`src/rtl/tour_move_buf_if.sv`:
```
// Bundle between the move recorder and its neighbours.
// Port summary:
//   clr_tour, wr_mv, pop_mv, mv_in, tour_done : recording controls from TourLogic
//   mv_indx                                   : playback read address from TourCmd
//   move, start_tour, mv_cnt, err             : recorder outputs
//   state_dbg                                 : recorder FSM state, for observation
// Control semantics: clr_tour, wr_mv, pop_mv and tour_done are single-cycle
// strobes sampled on every rising clock edge. There is no back-pressure; the
// recorder accepts every strobe it sees. mv_indx -> move is a combinational read.
interface tour_move_buf_if #(
  parameter int IDX_W = 5,
  parameter int MV_W  = 8
);
  logic             clr_tour;
  logic             wr_mv;
  logic             pop_mv;
  logic [MV_W-1:0]  mv_in;
  logic             tour_done;
  logic [IDX_W-1:0] mv_indx;
  logic [MV_W-1:0]  move;
  logic             start_tour;
  logic [IDX_W-1:0] mv_cnt;
  logic             err;
  logic [1:0]       state_dbg;

  modport master (
    output clr_tour, wr_mv, pop_mv, mv_in, tour_done, mv_indx,
    input  move, start_tour, mv_cnt, err, state_dbg
  );

  modport slave (
    input  clr_tour, wr_mv, pop_mv, mv_in, tour_done, mv_indx,
    output move, start_tour, mv_cnt, err, state_dbg
  );
endinterface

```
`src/rtl/tour_move_buf.sv`:
```
// Move recorder between TourLogic and TourCmd.
// Records the one-hot knight moves TourLogic commits (wr_mv) and undoes
// (pop_mv), pulses start_tour once a full tour is held and tour_done is seen,
// then serves move[mv_indx] to TourCmd for playback.
// Ports:
//   clk  : system clock
//   rst  : synchronous active-high reset, highest priority
//   bus  : tour_move_buf_if slave modport (controls in, move/start/count/err out)
module tour_move_buf #(
  parameter int NUM_MOVES = 24,
  parameter int IDX_W     = 5,
  parameter int MV_W      = 8
) (
  input logic            clk,
  input logic            rst,
  tour_move_buf_if.slave bus
);

  typedef enum logic [1:0] {
    IDLE   = 2'd0,
    RECORD = 2'd1,
    READY  = 2'd2,
    ERR    = 2'd3
  } state_t;

  localparam logic [IDX_W-1:0] FULL = IDX_W'(NUM_MOVES);

  state_t           state_q, state_d;
  logic [IDX_W-1:0] cnt_q, cnt_d;
  logic [MV_W-1:0]  mem_q [NUM_MOVES];
  logic [MV_W-1:0]  mem_d [NUM_MOVES];
  logic             err_q, err_d;
  logic             start_q, start_d;

  logic             one_hot;
  logic             fault;
  logic [IDX_W-1:0] post_cnt;

  // Exactly one bit set: nonzero and clearing the lowest set bit leaves zero.
  assign one_hot = (bus.mv_in != '0) && ((bus.mv_in & (bus.mv_in - 1'b1)) == '0);

  always_comb begin
    state_d  = state_q;
    cnt_d    = cnt_q;
    mem_d    = mem_q;
    err_d    = err_q;
    start_d  = 1'b0;
    fault    = 1'b0;
    post_cnt = cnt_q;

    if (bus.clr_tour) begin
      state_d = RECORD;
      cnt_d   = '0;
      err_d   = 1'b0;
      for (int i = 0; i < NUM_MOVES; i++) mem_d[i] = '0;
    end else begin
      case (state_q)
        RECORD: begin
          if (bus.wr_mv && bus.pop_mv) begin
            // Replace the top entry in place; count does not move.
            if (cnt_q == '0 || !one_hot) fault = 1'b1;
            else mem_d[cnt_q - 1'b1] = bus.mv_in;
          end else if (bus.wr_mv) begin
            if (!one_hot || cnt_q == FULL) fault = 1'b1;
            else begin
              mem_d[cnt_q] = bus.mv_in;
              post_cnt     = cnt_q + 1'b1;
            end
          end else if (bus.pop_mv) begin
            if (cnt_q == '0) fault = 1'b1;
            else begin
              mem_d[cnt_q - 1'b1] = '0;
              post_cnt            = cnt_q - 1'b1;
            end
          end

          // tour_done sees the count as it will be after this cycle's edit.
          if (bus.tour_done && !fault) begin
            if (post_cnt == FULL) begin
              state_d = READY;
              start_d = 1'b1;
            end else begin
              fault = 1'b1;
            end
          end

          if (fault) begin
            state_d = ERR;
            err_d   = 1'b1;
            mem_d   = mem_q;
          end else begin
            cnt_d = post_cnt;
          end
        end
        default: ; // IDLE, READY, ERR hold until clr_tour or rst
      endcase
    end
  end

  always_ff @(posedge clk) begin
    if (rst) begin
      state_q <= IDLE;
      cnt_q   <= '0;
      err_q   <= 1'b0;
      start_q <= 1'b0;
      for (int i = 0; i < NUM_MOVES; i++) mem_q[i] <= '0;
    end else begin
      state_q <= state_d;
      cnt_q   <= cnt_d;
      err_q   <= err_d;
      start_q <= start_d;
      for (int i = 0; i < NUM_MOVES; i++) mem_q[i] <= mem_d[i];
    end
  end

  // Entries at or above the live count read as zero.
  assign bus.move       = (bus.mv_indx < cnt_q) ? mem_q[bus.mv_indx] : '0;
  assign bus.start_tour = start_q;
  assign bus.mv_cnt     = cnt_q;
  assign bus.err        = err_q;
  assign bus.state_dbg  = state_q;

endmodule

```
`src/flat_wrapper.sv`:
```
// flat-port wrapper written by rule: the top's interface ports become plain ports
module tour_move_buf_flat 
#(
  parameter int NUM_MOVES = 24,
  parameter int IDX_W     = 5,
  parameter int MV_W      = 8
)
  (clk, rst, bus_clr_tour, bus_wr_mv, bus_pop_mv, bus_mv_in, bus_tour_done, bus_mv_indx, bus_move, bus_start_tour, bus_mv_cnt, bus_err, bus_state_dbg);
  tour_move_buf_if #(.IDX_W(IDX_W), .MV_W(MV_W)) bus_i ();
  input logic clk;
  input logic rst;
  input wire logic [$bits(bus_i.clr_tour)-1:0] bus_clr_tour;
  input wire logic [$bits(bus_i.wr_mv)-1:0] bus_wr_mv;
  input wire logic [$bits(bus_i.pop_mv)-1:0] bus_pop_mv;
  input wire logic [$bits(bus_i.mv_in)-1:0] bus_mv_in;
  input wire logic [$bits(bus_i.tour_done)-1:0] bus_tour_done;
  input wire logic [$bits(bus_i.mv_indx)-1:0] bus_mv_indx;
  output wire logic [$bits(bus_i.move)-1:0] bus_move;
  output wire logic [$bits(bus_i.start_tour)-1:0] bus_start_tour;
  output wire logic [$bits(bus_i.mv_cnt)-1:0] bus_mv_cnt;
  output wire logic [$bits(bus_i.err)-1:0] bus_err;
  output wire logic [$bits(bus_i.state_dbg)-1:0] bus_state_dbg;
  assign bus_i.clr_tour = bus_clr_tour;
  assign bus_i.wr_mv = bus_wr_mv;
  assign bus_i.pop_mv = bus_pop_mv;
  assign bus_i.mv_in = bus_mv_in;
  assign bus_i.tour_done = bus_tour_done;
  assign bus_i.mv_indx = bus_mv_indx;
  assign bus_move = bus_i.move;
  assign bus_start_tour = bus_i.start_tour;
  assign bus_mv_cnt = bus_i.mv_cnt;
  assign bus_err = bus_i.err;
  assign bus_state_dbg = bus_i.state_dbg;
  tour_move_buf #(.NUM_MOVES(NUM_MOVES), .IDX_W(IDX_W), .MV_W(MV_W)) u_core (.clk(clk), .rst(rst), .bus(bus_i));
endmodule
```
`config.mk`:
```
export PLATFORM = sky130hd
export DESIGN_NAME = tour_move_buf_flat
export DESIGN_NICKNAME = d
export VERILOG_FILES = /design/src/rtl/tour_move_buf_if.sv /design/src/rtl/tour_move_buf.sv /design/src/flat_wrapper.sv
export SDC_FILE = /design/constraint.sdc
export NUM_CORES = 1
export LEC_CHECK = 0
export BUFFER_PORTS_ARGS = -buffer_cell sky130_fd_sc_hd__buf_2
export CORE_UTILIZATION = 50
export CTS_BUF_LIST = sky130_fd_sc_hd__clkbuf_4 sky130_fd_sc_hd__clkbuf_8
export DETAILED_ROUTE_END_ITERATION = 6
export HOLD_SLACK_MARGIN = 0.06
export PLACE_DENSITY = 0.76
export SETUP_SLACK_MARGIN = 0.02
export SYNTH_ARGS = -nofsm -noshare
export SYNTH_HDL_FRONTEND = slang
export SYNTH_SLANG_ARGS = --single-unit
```
`constraint.sdc`:
```
create_clock -name clk -period 5.7 [get_ports clk]
set_input_delay 0.285 -clock clk [delete_from_list [all_inputs] [get_ports clk]]
set_output_delay 0.285 -clock clk [all_outputs]
set_load 0.1 [all_outputs]
```
Yosys cells after proc, flatten, opt, wreduce, memory -nomap -nowiden
Index checks and enable logic that the tools add are counted.
{ "op_classes": {"n_reduce_logical": 25, "eq_ne": 6, "addsub": 3, "mux": 41, "bitwise_logic": 9, "magnitude_cmp": 6} }
{ "op_table": {"columns": ["operator", "count"], "rows": [
  ["$mux 192", 6],
  ["$bwmux 192", 2],
  ["$and 192x192->192", 1],
  ["$not 192->192", 1],
  ["$demux 8 s5", 2],
  ["$bmux 8 s5", 1],
  ["$mux 8", 5],
  ["$mux 5", 7],
  ["$ge 6x6->1 const B", 3],
  ["$not 5->6", 3],
  ["$mux 1", 15],
  ["$lt 6x1->1 const B", 2],
  ["$eq 5x5->1 const B", 2],
  ["$reduce_bool 3->1", 3],
  ["$and 8x8->8", 1],
  ["$logic_not 8->1", 1],
  ["$reduce_bool 8->1", 1],
  ["$sub 8x1->8 const B", 1],
  ["$mux 2", 3],
  ["$ne 3x2->1 const B", 2],
  ["$reduce_and 3->1", 2],
  ["$reduce_and 6->1", 1],
  ["$reduce_bool 2->1", 3],
  ["$add 5x1->5 const B", 1],
  ["12 further kinds", 21]
]} }
{ "totals": {"inputBits": 19, "register_bits": 201} }

Depth between registers and ports, before layout
Gate-level depths: netlist of run 1.
{ "depth": {"word_depth": 19, "depth_mapped": 15} }

Worst setup path after synthesis of run 1
No wires, ideal clock.
{ "synth_path": {"path_kind": "reg-to-output", "start": "register u_core.cnt_q[1] (netlist: u_core.bus.mv_cnt[1])", "end": "output port bus_move[0]", "t_arrival_ns": 3.626, "path_buffers": 1, "path_stages_with_launch": 11, "slack_ns": 1.789, "cell_sequence": "dfxtp_1 > inv_1 > ha_1 > o21ai_0 > nand2b_1 > a21oi_1 > nor2b_1 > o21ai_0 > nand2b_1 > buf_1 > nor2_1"} }
{ "synth_via": {"elab_chain_cells": 2} }
{ "synth_rtl": {"columns": ["item", "line", "rtl"], "rows": [
  ["start: declaration", "tour_move_buf.sv:29", "logic [IDX_W-1:0] cnt_q, cnt_d;"],
  ["start signal: assignment", "tour_move_buf.sv:109", "cnt_q <= cnt_d;"],
  ["$lt 5x5->1", "tour_move_buf.sv:117", "assign bus.move = (bus.mv_indx < cnt_q) ? mem_q[bus.mv_indx] : '0;"],
  ["$mux 8", "tour_move_buf.sv:117", null],
  ["end: declaration", "flat_wrapper.sv:18", "output wire logic [$bits(bus_i.move)-1:0] bus_move;"]
]} }
No other way between the ends.

Worst setup path after layout of run 1
{ "layout_path": {"start": "register u_core.cnt_q[0] (netlist: u_core.bus.mv_cnt[0])", "end": "register u_core.mem_q[144] (netlist bit)"} }
{ "layout_via": {"elab_chain_cells": 14, "elab_cells_between_ends": 55, "cone_classes": "add/sub (2); order compare (4); eq/ne (5); mux (31); bitwise (5); reduce/logical (8)"} }
{ "layout_rtl": {"columns": ["item", "line", "rtl"], "rows": [
  ["$sub 5x1->5 (tied with other cells)", "tour_move_buf.sv:62, tour_move_buf.sv:72, tour_move_buf.sv:73", null],
  ["$mux 5 (tied with other cells)", "tour_move_buf.sv:70", "if (cnt_q == '0) fault = 1'b1;"],
  ["$mux 5 (tied with other cells)", "tour_move_buf.sv:69", "end else if (bus.pop_mv) begin"],
  ["$mux 5 or $mux 1 (tied branches)", "tour_move_buf.sv:63", "end else if (bus.wr_mv) begin"],
  ["$mux 5 or $mux 1 (tied branches)", "tour_move_buf.sv:59", "if (bus.wr_mv && bus.pop_mv) begin"],
  ["$mux 5 or $mux 1 (tied branches)", "tour_move_buf.sv:57", "case (state_q)"],
  ["$mux 5 or $mux 1 (tied branches)", "tour_move_buf.sv:51", "if (bus.clr_tour) begin"],
  ["$eq 5x5->1 or $logic_not 1->1 (tied branches)", "tour_move_buf.sv:79, tour_move_buf.sv:78", null],
  ["$mux 1 or $logic_and 1x1->1 (tied branches)", "tour_move_buf.sv:79, tour_move_buf.sv:78", null],
  ["$mux 1", "tour_move_buf.sv:78", "if (bus.tour_done && !fault) begin"],
  ["$mux 1", "tour_move_buf.sv:57", null],
  ["$mux 1", "tour_move_buf.sv:51", null],
  ["$not 1->1 (no source line)", null, null],
  ["$reduce_and 6->1 (no source line)", null, null],
  ["end: declaration", "tour_move_buf.sv:30", "logic [MV_W-1:0] mem_q [NUM_MOVES];"]
]} }
Several ways; a longest one is shown, not always the timed one. The select of a mux whose other input is x is not followed.
A chain may end at the register's enable or synchronous reset.

==> metrics.txt, run 1 <==
CP Buf/Inv Count=2; NumNets Final=~1,500; Congestion Overflow GR=0; worst-path cell chain=inv_1 > ha_1 > nor4b_4 > o21ai_0 > o311a_1 > a21oi_1 > mux2i_1 > nor4_1 > a21o_4 > buf_4 > nand2_8 > a221oi_2; Core Util, Final=a little over half; GPL Wtd Cong=0.9404; r2r endpoint=u_core.mem_q[144]; Final Slew Violations=0; Compound-Gate Fraction of Synth Area=between 30 and 40%; xor/xnor share of the synthesized area=less than 1%; synthesized instance count=1,475; overall power=between 3 and 4 mW; Top FF cell, synth=dfxtp_1; Area after DPL=around 13,000 um^2; Tmin final=4.425 ns; mean post-synth cell area=~8.7 um^2; outcome=complete, no violations; post-DP HPWL=approximately 26 mm; Max Cap Viol=0; initial antenna violation count=1; vias per inst=6.951; Seq cells post-synth=approximately 200; FFs w/ async S/R, synth=0%; Critical path origin=u_core.bus.mv_cnt[0]; drt wl/cell=between 20 and 25 um; top cells by count, synth=dfxtp_1, nor2_1, a21oi_1; worst hold path depth=3; main area contributors after synthesis=dfxtp_1, mux4_2, o221a_2; critical path depth=12; Post-CTS Setup Bufs=0; number of global-route vias before repair=around 11,000; Starting Density=about 50%; maximum clock path buffer count=3; die height=around 160 um; worst slew pin tran=about 1.4 ns; WL final=between 40 and 50 mm; power per cell area=roughly 230 nW/um^2; period utilisation layout=~78%; I/O pin cnt=36; fraction of layout cells with a size suffix above 1=23.46%; core area=roughly 25,000 um^2; largest family of logic cells by synthesized area=compound AO/OA/AOI/OAI gates; Max Freq=~230 MHz; Worst Path Arrival=between 4 and 5 ns; CP Class=reg -> reg; Lkg Pwr=between 4 and 5 nW; skew final=approximately 0.024 ns; placement row count=58; Hold Fails Final Rpt=0; Worst path top cell family by delay=compound AO/OA/AOI/OAI gates; final setup fails=0; setup TNS=0 ns; CP Capture Point=u_core.mem_q[144]; Antenna Cells=0; Layout area overhead=7.329%; first-pass GRT wire length=65.02 mm; worst reg2reg setup slack=between 1 and 1.5 ns; die width=162.7 um; Worst-path clk slew=around 0.060 ns; post-synthesis sequential area ratio=a little under a third; die area=around 26,000 um^2; post-synth top area cell=dfxtp_1; Crit. End Element=flip-flop; simple-gate share of the synthesized area=14.01%; largest net degree at the start of global routing=just under 80; Syn Nets=1,504; critical path's slowest cell=a21o_4; HP Class=in -> reg; synthesized area=approximately 13,000 um^2; FF-to-FF Start=u_core.bus.mv_cnt[0]; Initial DRC Count=about 1,900; Pre-antenna DRT Iters=6; antenna-violating nets left=0; Synth Area in Adders=less than 1%; GR Util All Layers=around a third; Slew HR=under 10%; clk_lat worst skew=about 0.56 ns; synth unique cells=76; CP Max Fanout=47; HP Start=bus_clr_tour; number of synthesized flops with an enable pin=0; FILL cells=2,235; yosys warns=0; register area=approximately 4000 um^2; cts repair resizes=0; Peak supply drop=about 0.00015 V; post-route cell area=between 10,000 and 15,000 um^2; port bufs=35; post-synthesis mux area share=a little over a tenth; Num CTS Buffers=37; via count=12,430; Clock Sinks=201; DRC Markers=0; CTS tree=done; # H-tree levels=2; RSZ-0062 raised after global routing=no; worst reg-to-reg path cell count=12; number of hold buffers added after CTS=3; Startpoint Class=flip-flop; root buf cell=clkbuf_8; area occupied by multi-input gates=a little over 8000 um^2; critical path's largest stage delay=~0.64 ns; post-synth top area share=about 31%; top-count cell post-synth=dfxtp_1; Worst Path Required=between 6 and 7 ns
registers in the layout, summed over array words and instances (netlist names):
register and count:
u_core.mem_q 192, u_core.bus.mv_cnt 5, u_core.bus.state_dbg 2, u_core.bus.err 1, u_core.bus.start_tour 1
power by group:
| group | internal (mW) | switching [mW] |
|---|---|---|
| sequential | 1.41 | 0.00346 |
| clock | 0.792 | 0.631 |
| combinational | 0.0776 | 0.217 |
| total | 2.28 | 0.852 |
area by class of cell:
cell class	count	area share, %
multi-input cells	1095	58.81
flip-flops and latches	201	29.05
clock buffers	58	5.176
well taps	330	2.981
repair buffers	58	2.674
inverters	43	1.165
clock inverters	3	0.1445
through the flow:
step / hold WS, ns / setup WS [ns] / instances
floorplan: 0.3574 / 1.789 / 1475
global placement: 0.4496 / 1.566 / 1724
detailed placement: 0.4584 / 1.438 / 1724
CTS: 0.07696 / 1.424 / 1788
global route: 0.1267 / 0.9855 / 1788
finish: 0.08430 / 1.275 / 1788
worst min path at each step:
stage,to,slack [ns]
finish,u_core.bus.state_dbg[1],0.08
global route,u_core.bus.state_dbg[1],0.13
CTS,u_core.bus.state_dbg[1],0.08
detailed placement,u_core.bus.err,0.46
global placement,u_core.bus.err,0.45
floorplan,u_core.bus.state_dbg[0],0.36
routing by layer:
layer  part of all wire [%]  global-route usage, %  up-vias
met1                     40                  42.31     5962
met5                  0.027                      0        -
met4                    4.3                  14.32        2
met3                     11                  6.341      148
met2                     45                  48.27      770
li1                       -                      -     5546
kinds of logic (layout without fill, tap and decap cells):
kind of cell / Yosys count / in the layout
AOI/OAI and AO/OA: 616 / 616
and+or+nand+nor: 399 / 399
DFF: 201 / 201
buffers and inverters: 179 / 162
muxes: 68 / 68
adders and majority gates: 10 / 10
xor gates and xnor gates: 2 / 2
cells in the final DEF (no fill, tap or decap), types with 13 or more instances in the layout:
cell | synthesis | routed
a21oi_1 | 162 | 162
a221oi_2 | 24 | 24
a22o_1 | 18 | 18
a31oi_1 | 32 | 32
buf_2 | 26 | 34
buf_4 | 4 | 20
clkbuf_4 | 0 | 13
clkbuf_8 | 0 | 45
dfxtp_1 | 201 | 201
inv_1 | 40 | 40
mux4_2 | 56 | 56
nand2_1 | 123 | 123
nand2b_1 | 13 | 13
nor2_1 | 197 | 196
o211a_1 | 17 | 17
o21a_1 | 33 | 33
o21ai_0 | 96 | 96
o221a_2 | 95 | 95
o22ai_1 | 33 | 33
o2bb2ai_1 | 32 | 32
worst min-delay path, stage by stage:
cell and delay (ns):
buf_2 0.12, or2_2 0.14, nor2_1 0.04
No activity file was read; power rests on OpenSTA's default activity.
==> inputs of run 2 (changes only) <==
--- a/config.mk
+++ b/config.mk
@@ -10,7 +10,7 @@
 export CTS_BUF_LIST = sky130_fd_sc_hd__clkbuf_4 sky130_fd_sc_hd__clkbuf_8
 export DETAILED_ROUTE_END_ITERATION = 6
 export HOLD_SLACK_MARGIN = 0.06
-export PLACE_DENSITY = 0.76
+export PLACE_DENSITY = 0.79
 export SETUP_SLACK_MARGIN = 0.02
 export SYNTH_ARGS = -nofsm -noshare
 export SYNTH_HDL_FRONTEND = slang
==> constraint.sdc (replaced) <==
create_clock -name clk -period 4 [get_ports clk]
set_input_delay 0.2 -clock clk [delete_from_list [all_inputs] [get_ports clk]]
set_output_delay 0.2 -clock clk [all_outputs]
set_load 0.1 [all_outputs]
==> run 2 against run 1 <==
Effect of this change:
- die area unchanged
- via count up 0.80%
- total power up 46%
- final cell count up 1.3%
- count of clock-buffer cells in the layout up 2
- critical path depth down 1
- non-clock buffer count up 18
- global-route usage down 0.26 points
- flip-flop and latch count unchanged
==> metrics.txt, run 2 (synthesis gave the netlist of run 1 again) <==
outcome=complete, no violations (unchanged); Startpoint Class=flip-flop (unchanged); r2r endpoint=u_core.bus.state_dbg[0] (was u_core.mem_q[144]); Layout area overhead=9.316% (was 7.329%); Congestion Overflow GR=0 (unchanged); Hold Fails Final Rpt=0 (unchanged); worst hold path depth=2 (was 3); period utilisation layout=96.17% (was 77.64%); final setup fails=0 (unchanged); power per cell area=323.3 nW/um^2 (was 226.0 nW/um^2); port bufs=35 (unchanged); Final Slew Violations=0 (unchanged); CTS tree=done (unchanged); skew final=0.02420 ns (was 0.02413 ns); Worst-path clk slew=0.06 ns (about the same); placement row count=58 (unchanged); core area=25,250 um^2 (unchanged); NumNets Final=1,484 (was 1,465); Initial DRC Count=1,833 (was 1,874); post-DP HPWL=27.13 mm (was 26.22 mm); die height=162.7 um (unchanged); Peak supply drop=0.0002941 V (was 0.0001524 V); Num CTS Buffers=38 (was 37); CP Max Fanout=12 (was 47); HP Class=in -> reg (unchanged); Slew HR=27.13% (was 4.736%); Crit. End Element=flip-flop (unchanged); GPL Wtd Cong=0.9661 (was 0.9404); most common cell after layout, fill and taps aside=dfxtp_1 (unchanged); Worst Path Arrival=4.28 ns (was 4.88 ns); root buf cell=clkbuf_8 (unchanged); worst slew pin tran=1.090 ns (was 1.418 ns); via count=12,530 (was 12,430); Hold Path End=u_core.mem_q[18] (was u_core.bus.state_dbg[1]); fraction of layout cells with a size suffix above 1=24.65% (was 23.46%); Worst Path Required=4.43 ns (was 6.15 ns); worst reg-to-reg path cell count=11 (was 12); CP Class=reg -> reg (unchanged); overall power=4.561 mW (was 3.131 mW); commonest cells after routing, fill and taps aside=dfxtp_1, nor2_1, a21oi_1, nand2_1, o21ai_0 (unchanged); antenna-violating nets left=0 (unchanged); HP Start=bus_mv_in[2] (was bus_clr_tour); I/O pin cnt=36 (unchanged); drt wl/cell=22.76 um (was 23.19 um); first-pass GRT wire length=65.46 mm (was 65.02 mm); area occupied by multi-input gates=8155 um^2 (was 8147 um^2); max reg flops=192 (unchanged); Clock Sinks=201 (unchanged); Pre-antenna DRT Iters=6 (unchanged); Lkg Pwr=4.995 nW (was 4.861 nW); clk_lat worst skew=0.55 ns (was 0.56 ns); maximum clock path buffer count=3 (unchanged); Tmin final=3.847 ns (was 4.425 ns); die area=26,460 um^2 (unchanged); WL final=41.25 mm (was 41.46 mm); # H-tree levels=2 (unchanged); DRC Markers=0 (unchanged); worst reg2reg setup slack=0.15 ns (was 1.27 ns); Starting Density=51.10% (unchanged); vias per inst=6.913 (was 6.951); Max Cap Viol=0 (unchanged); number of global-route vias before repair=11,810 (was 11,320); initial antenna violation count=2 (was 1); FILL cells=2,235 (unchanged); largest net degree at the start of global routing=133 (was 78); Post-CTS Setup Bufs=0 (unchanged); register area=4024 um^2 (unchanged); post-route cell area=14,110 um^2 (was 13,850 um^2); die width=162.7 um (unchanged); most flop-heavy register=u_core.mem_q (unchanged); Max Freq=259.9 MHz (was 226.0 MHz); FF-to-FF Start=u_core.bus.mv_cnt[1] (was u_core.bus.mv_cnt[0]); Area after DPL=13,260 um^2 (was 13,090 um^2); GR Util All Layers=31.10% (was 31.36%)
## run 2: what timing repair did
action | in CTS | in global routing
setup endpoints to repair | 0 | 1
hold buffers | 5 | 0
gates resized for setup | 0 | 2
hold endpoints to repair | 5 | 0
## run 2: worst max path at each step
stage / startpoint / endpoint / slack, ns / depth (start not counted)
floorplan: u_core.bus.mv_cnt[1] / bus_move[0] / 0.17 / 10
CTS: u_core.bus.mv_cnt[1] / u_core.bus.state_dbg[0] / 0.15 / 11
global placement: u_core.bus.mv_cnt[1] / u_core.mem_q[113] / 0.29 / 11
detailed placement: u_core.bus.mv_cnt[1] / u_core.mem_q[117] / 0.30 / 11
global route: u_core.bus.mv_cnt[1] / u_core.bus.state_dbg[0] / -0.02 / 11
finish: u_core.bus.mv_cnt[1] / u_core.bus.state_dbg[0] / 0.15 / 11
## run 2: area by class of cell
class                   instances  share of cell area (%)
inverters                      43                   1.144
clock buffers                  60                   5.365
repair buffers                 76                   3.973
clock inverters                 6                  0.2483
flip-flops and latches        201                   28.52
diodes                          1                 0.01774
multi-input cells            1095                   57.80
well taps                     330                   2.927
## run 2: per-stage QoR
stage	hold WS, ns	setup WS (ns)	utilization, %	cells	setup TNS (ns)
after global routing	0.2396	-0.02223	55.86	1811	-0.02223
after floorplan	0.2724	0.1741	-	1475	0
after detailed placement	0.4276	0.3011	52.49	1740	0
after CTS	0.2147	0.1479	55.82	1811	0
after global placement	0.4190	0.2943	52.49	1740	0
final	0.2406	0.1530	55.87	1812	0
## run 2: power breakdown
| group | internal, mW | switching (mW) | total (mW) |
|---|---|---|---|
| clock | 1.20 | 0.918 | 2.12 |
| combinational | 0.121 | 0.312 | 0.433 |
| sequential | 2.01 | 0.00466 | 2.01 |
## run 2: critical path, cell delays in order (launching register included)
cell	delay (ns)
dfxtp_1	0.44
inv_1	0.19
ha_2	0.28
nand2b_1	0.13
nor4b_1	0.36
o2111ai_2	0.25
o211a_1	0.35
or4_4	0.55
or4_1	0.41
a21oi_1	0.16
nor2_1	0.06
dlygate4sd3_1	0.56
## run 2: routing by layer
metal	routed length, um	GRT usage (%)
met1	16060	39.61
met2	19310	49.81
met3	4138	7.385
met4	1728	14.32
met5	11	0
==> inputs of run 3 (changes only) <==
--- a/config.mk
+++ b/config.mk
@@ -10,8 +10,9 @@
 export CTS_BUF_LIST = sky130_fd_sc_hd__clkbuf_4 sky130_fd_sc_hd__clkbuf_8
 export DETAILED_ROUTE_END_ITERATION = 6
 export HOLD_SLACK_MARGIN = 0.06
-export PLACE_DENSITY = 0.79
+export PLACE_DENSITY = 0.68
 export SETUP_SLACK_MARGIN = 0.02
+export SKIP_CTS_REPAIR_TIMING = 1
 export SYNTH_ARGS = -nofsm -noshare
 export SYNTH_HDL_FRONTEND = slang
 export SYNTH_SLANG_ARGS = --single-unit
==> run 3 against run 2 <==
Effect of this change:
- flip-flop and latch count did not move
- via count down 1.1%
- clock skew fell by 0.0053 ns
- setup slack better by 0.28 ns
- count of clock-buffer cells in the layout down 1
- register-to-register slack better by 0.28 ns
- global-route usage rose by 1.6 points
- final cell count increased by 0.22%
==> metrics.txt, run 3 (synthesis gave the netlist of run 1 again) <==
outcome=complete, no violations (unchanged); period utilisation layout=89.18% (was 96.17%); Core Util, Final=55.83% (was 55.87%); Peak supply drop=0.0002469 V (was 0.0002941 V); Max Cap Viol=0 (unchanged); WL final=43.30 mm (was 41.25 mm); HP Class=in -> reg (unchanged); CP Class=reg -> reg (unchanged); area occupied by multi-input gates=8147 um^2 (was 8155 um^2); Num CTS Buffers=37 (was 38); root buf cell=clkbuf_8 (unchanged); Worst-path clk slew=0.07 ns (was 0.06 ns); largest net degree at the start of global routing=83 (was 133); antenna-violating nets left=0 (unchanged); most common cell after layout, fill and taps aside=dfxtp_1 (unchanged); commonest cells after routing, fill and taps aside=dfxtp_1, nor2_1, a21oi_1, nand2_1, o21ai_0 (unchanged); CP Max Fanout=6 (was 12); port bufs=35 (unchanged); # H-tree levels=2 (unchanged); setup TNS=0 ns (unchanged); max reg flops=192 (unchanged); critical path's largest stage delay=0.54 ns (was 0.56 ns); NumNets Final=1,488 (was 1,484); I/O pin cnt=36 (unchanged); maximum clock path buffer count=3 (unchanged); Crit. End Element=flip-flop (unchanged); worst-path cell chain=inv_1 > ha_1 > nand2b_1 > nor4b_1 > o2111ai_1 > o211a_1 > or4_4 > or4_1 > a21oi_1 > nor2_1 > dlygate4sd3_1 (was inv_1 > ha_2 > nand2b_1 > nor4b_1 > o2111ai_2 > o211a_1 > or4_4 > or4_1 > a21oi_1 > nor2_1 > dlygate4sd3_1); Final Slew Violations=0 (unchanged); DRC Markers=0 (unchanged); number of global-route vias before repair=11,660 (was 11,810); Congestion Overflow GR=0 (unchanged); Lkg Pwr=5.008 nW (was 4.995 nW); fraction of layout cells with a size suffix above 1=24.90% (was 24.65%); Initial DRC Count=1,698 (was 1,833); Startpoint Class=flip-flop (unchanged); die width=162.7 um (unchanged); GPL Wtd Cong=0.9445 (was 0.9661); placement row count=58 (unchanged); critical path's slowest cell=or4_4 (was dlygate4sd3_1); first-pass GRT wire length=67.46 mm (was 65.46 mm); post-DP HPWL=28.32 mm (was 27.13 mm); Worst Path Arrival=3.99 ns (was 4.28 ns); Pre-antenna DRT Iters=5 (was 6); Worst Path Required=4.43 ns (about the same); Tmin final=3.567 ns (was 3.847 ns); GR Util All Layers=32.66% (was 31.10%); via count=12,390 (was 12,530); Max Freq=280.3 MHz (was 259.9 MHz); vias per inst=6.820 (was 6.913); Starting Density=51.10% (unchanged); worst slew pin tran=1.149 ns (was 1.090 ns); initial antenna violation count=0 (was 2); most flop-heavy register=u_core.mem_q (unchanged); die area=26,460 um^2 (unchanged); FILL cells=2,261 (was 2,235); die height=162.7 um (unchanged); RSZ-0062 raised after global routing=no; Layout area overhead=9.249% (was 9.316%); skew final=0.01892 ns (was 0.02420 ns); power per cell area=326.0 nW/um^2 (was 323.3 nW/um^2); final setup fails=0 (unchanged); CTS tree=done (unchanged); Slew HR=23.19% (was 27.13%); Clock Sinks=201 (unchanged); clk_lat worst skew=0.55 ns (about the same); Antenna Cells=0 (was 1); drt wl/cell=23.85 um (was 22.76 um); core area=25,250 um^2 (unchanged); register area=4024 um^2 (unchanged); Hold Fails Final Rpt=0 (unchanged); hold_ws=0.1239 ns (was 0.2406 ns)
[run 3: changes by cell type in the layout (fill, tap and decap cells not counted), sizes merged]
cell	before	now
inv	41	43
clkbuf	60	59
buf	71	78
bufinv	0	1
clkinv	6	4
diode	1	0
dlygate4sd3	5	3
[run 3: power breakdown]
part           switching [mW]  total (mW)  internal [mW]
Sequential            0.00481        2.01           2.01
Combinational           0.317       0.433          0.117
Clock                   0.932        2.15           1.22
Total                    1.25        4.60           3.34
[run 3: final cells by class]
class,instances,area share [%]
clock buffer,59,5.138
sequential,201,28.54
multi-input combinational,1095,57.78
inverter,43,1.145
tap,330,2.928
timing repair buffer,81,3.958
clock inverter,7,0.5147
[run 3: per-stage QoR]
stage | area, um^2 | worst slack, ns | cells | power (mW)
after floorplan | 12910 | 0.1741 | 1475 | 2.362
after global placement | 13270 | 0.6511 | 1747 | 2.469
after detailed placement | 13270 | 0.6275 | 1747 | 2.475
after CTS | 14070 | 0.6223 | 1813 | 4.604
after global routing | 14100 | 0.2504 | 1816 | 4.749
final | 14100 | 0.4327 | 1816 | 4.597
[run 3: layer usage]
metal | GRT usage (%) | share of wire, % | routed length (um) | vias up
met1 | 44.02 | 41 | 17730 | 6016
met2 | 50.89 | 46 | 19860 | 647
met5 | 0 | 0 | 0 | -
met3 | 5.602 | 9.2 | 3971 | 109
met4 | 15.25 | 4.0 | 1732 | 0
li1 | - | - | - | 5614
[run 3: final timing paths]
check / depth (start not counted) / startpoint / slack [ns] / end
setup reg to reg: 11 / u_core.bus.mv_cnt[0] / 0.43 / u_core.bus.state_dbg[0]
hold reg to reg: 1 / u_core.bus.err / 0.47 / u_core.bus.err
setup / recovery: 11 / u_core.bus.mv_cnt[0] / 0.43 / u_core.bus.state_dbg[0]
hold / removal: 3 / bus_clr_tour / 0.12 / u_core.bus.err
[run 3: critical path: cells and delay by family, from the launching register on]
family                     cells  cell delay (ns)
DFF                            1             0.32
AOI/OAI and AO/OA              3             0.70
adders and majority gates      1             0.29
and+or+nand+nor                5             1.44
buffers and inverters          2             0.67
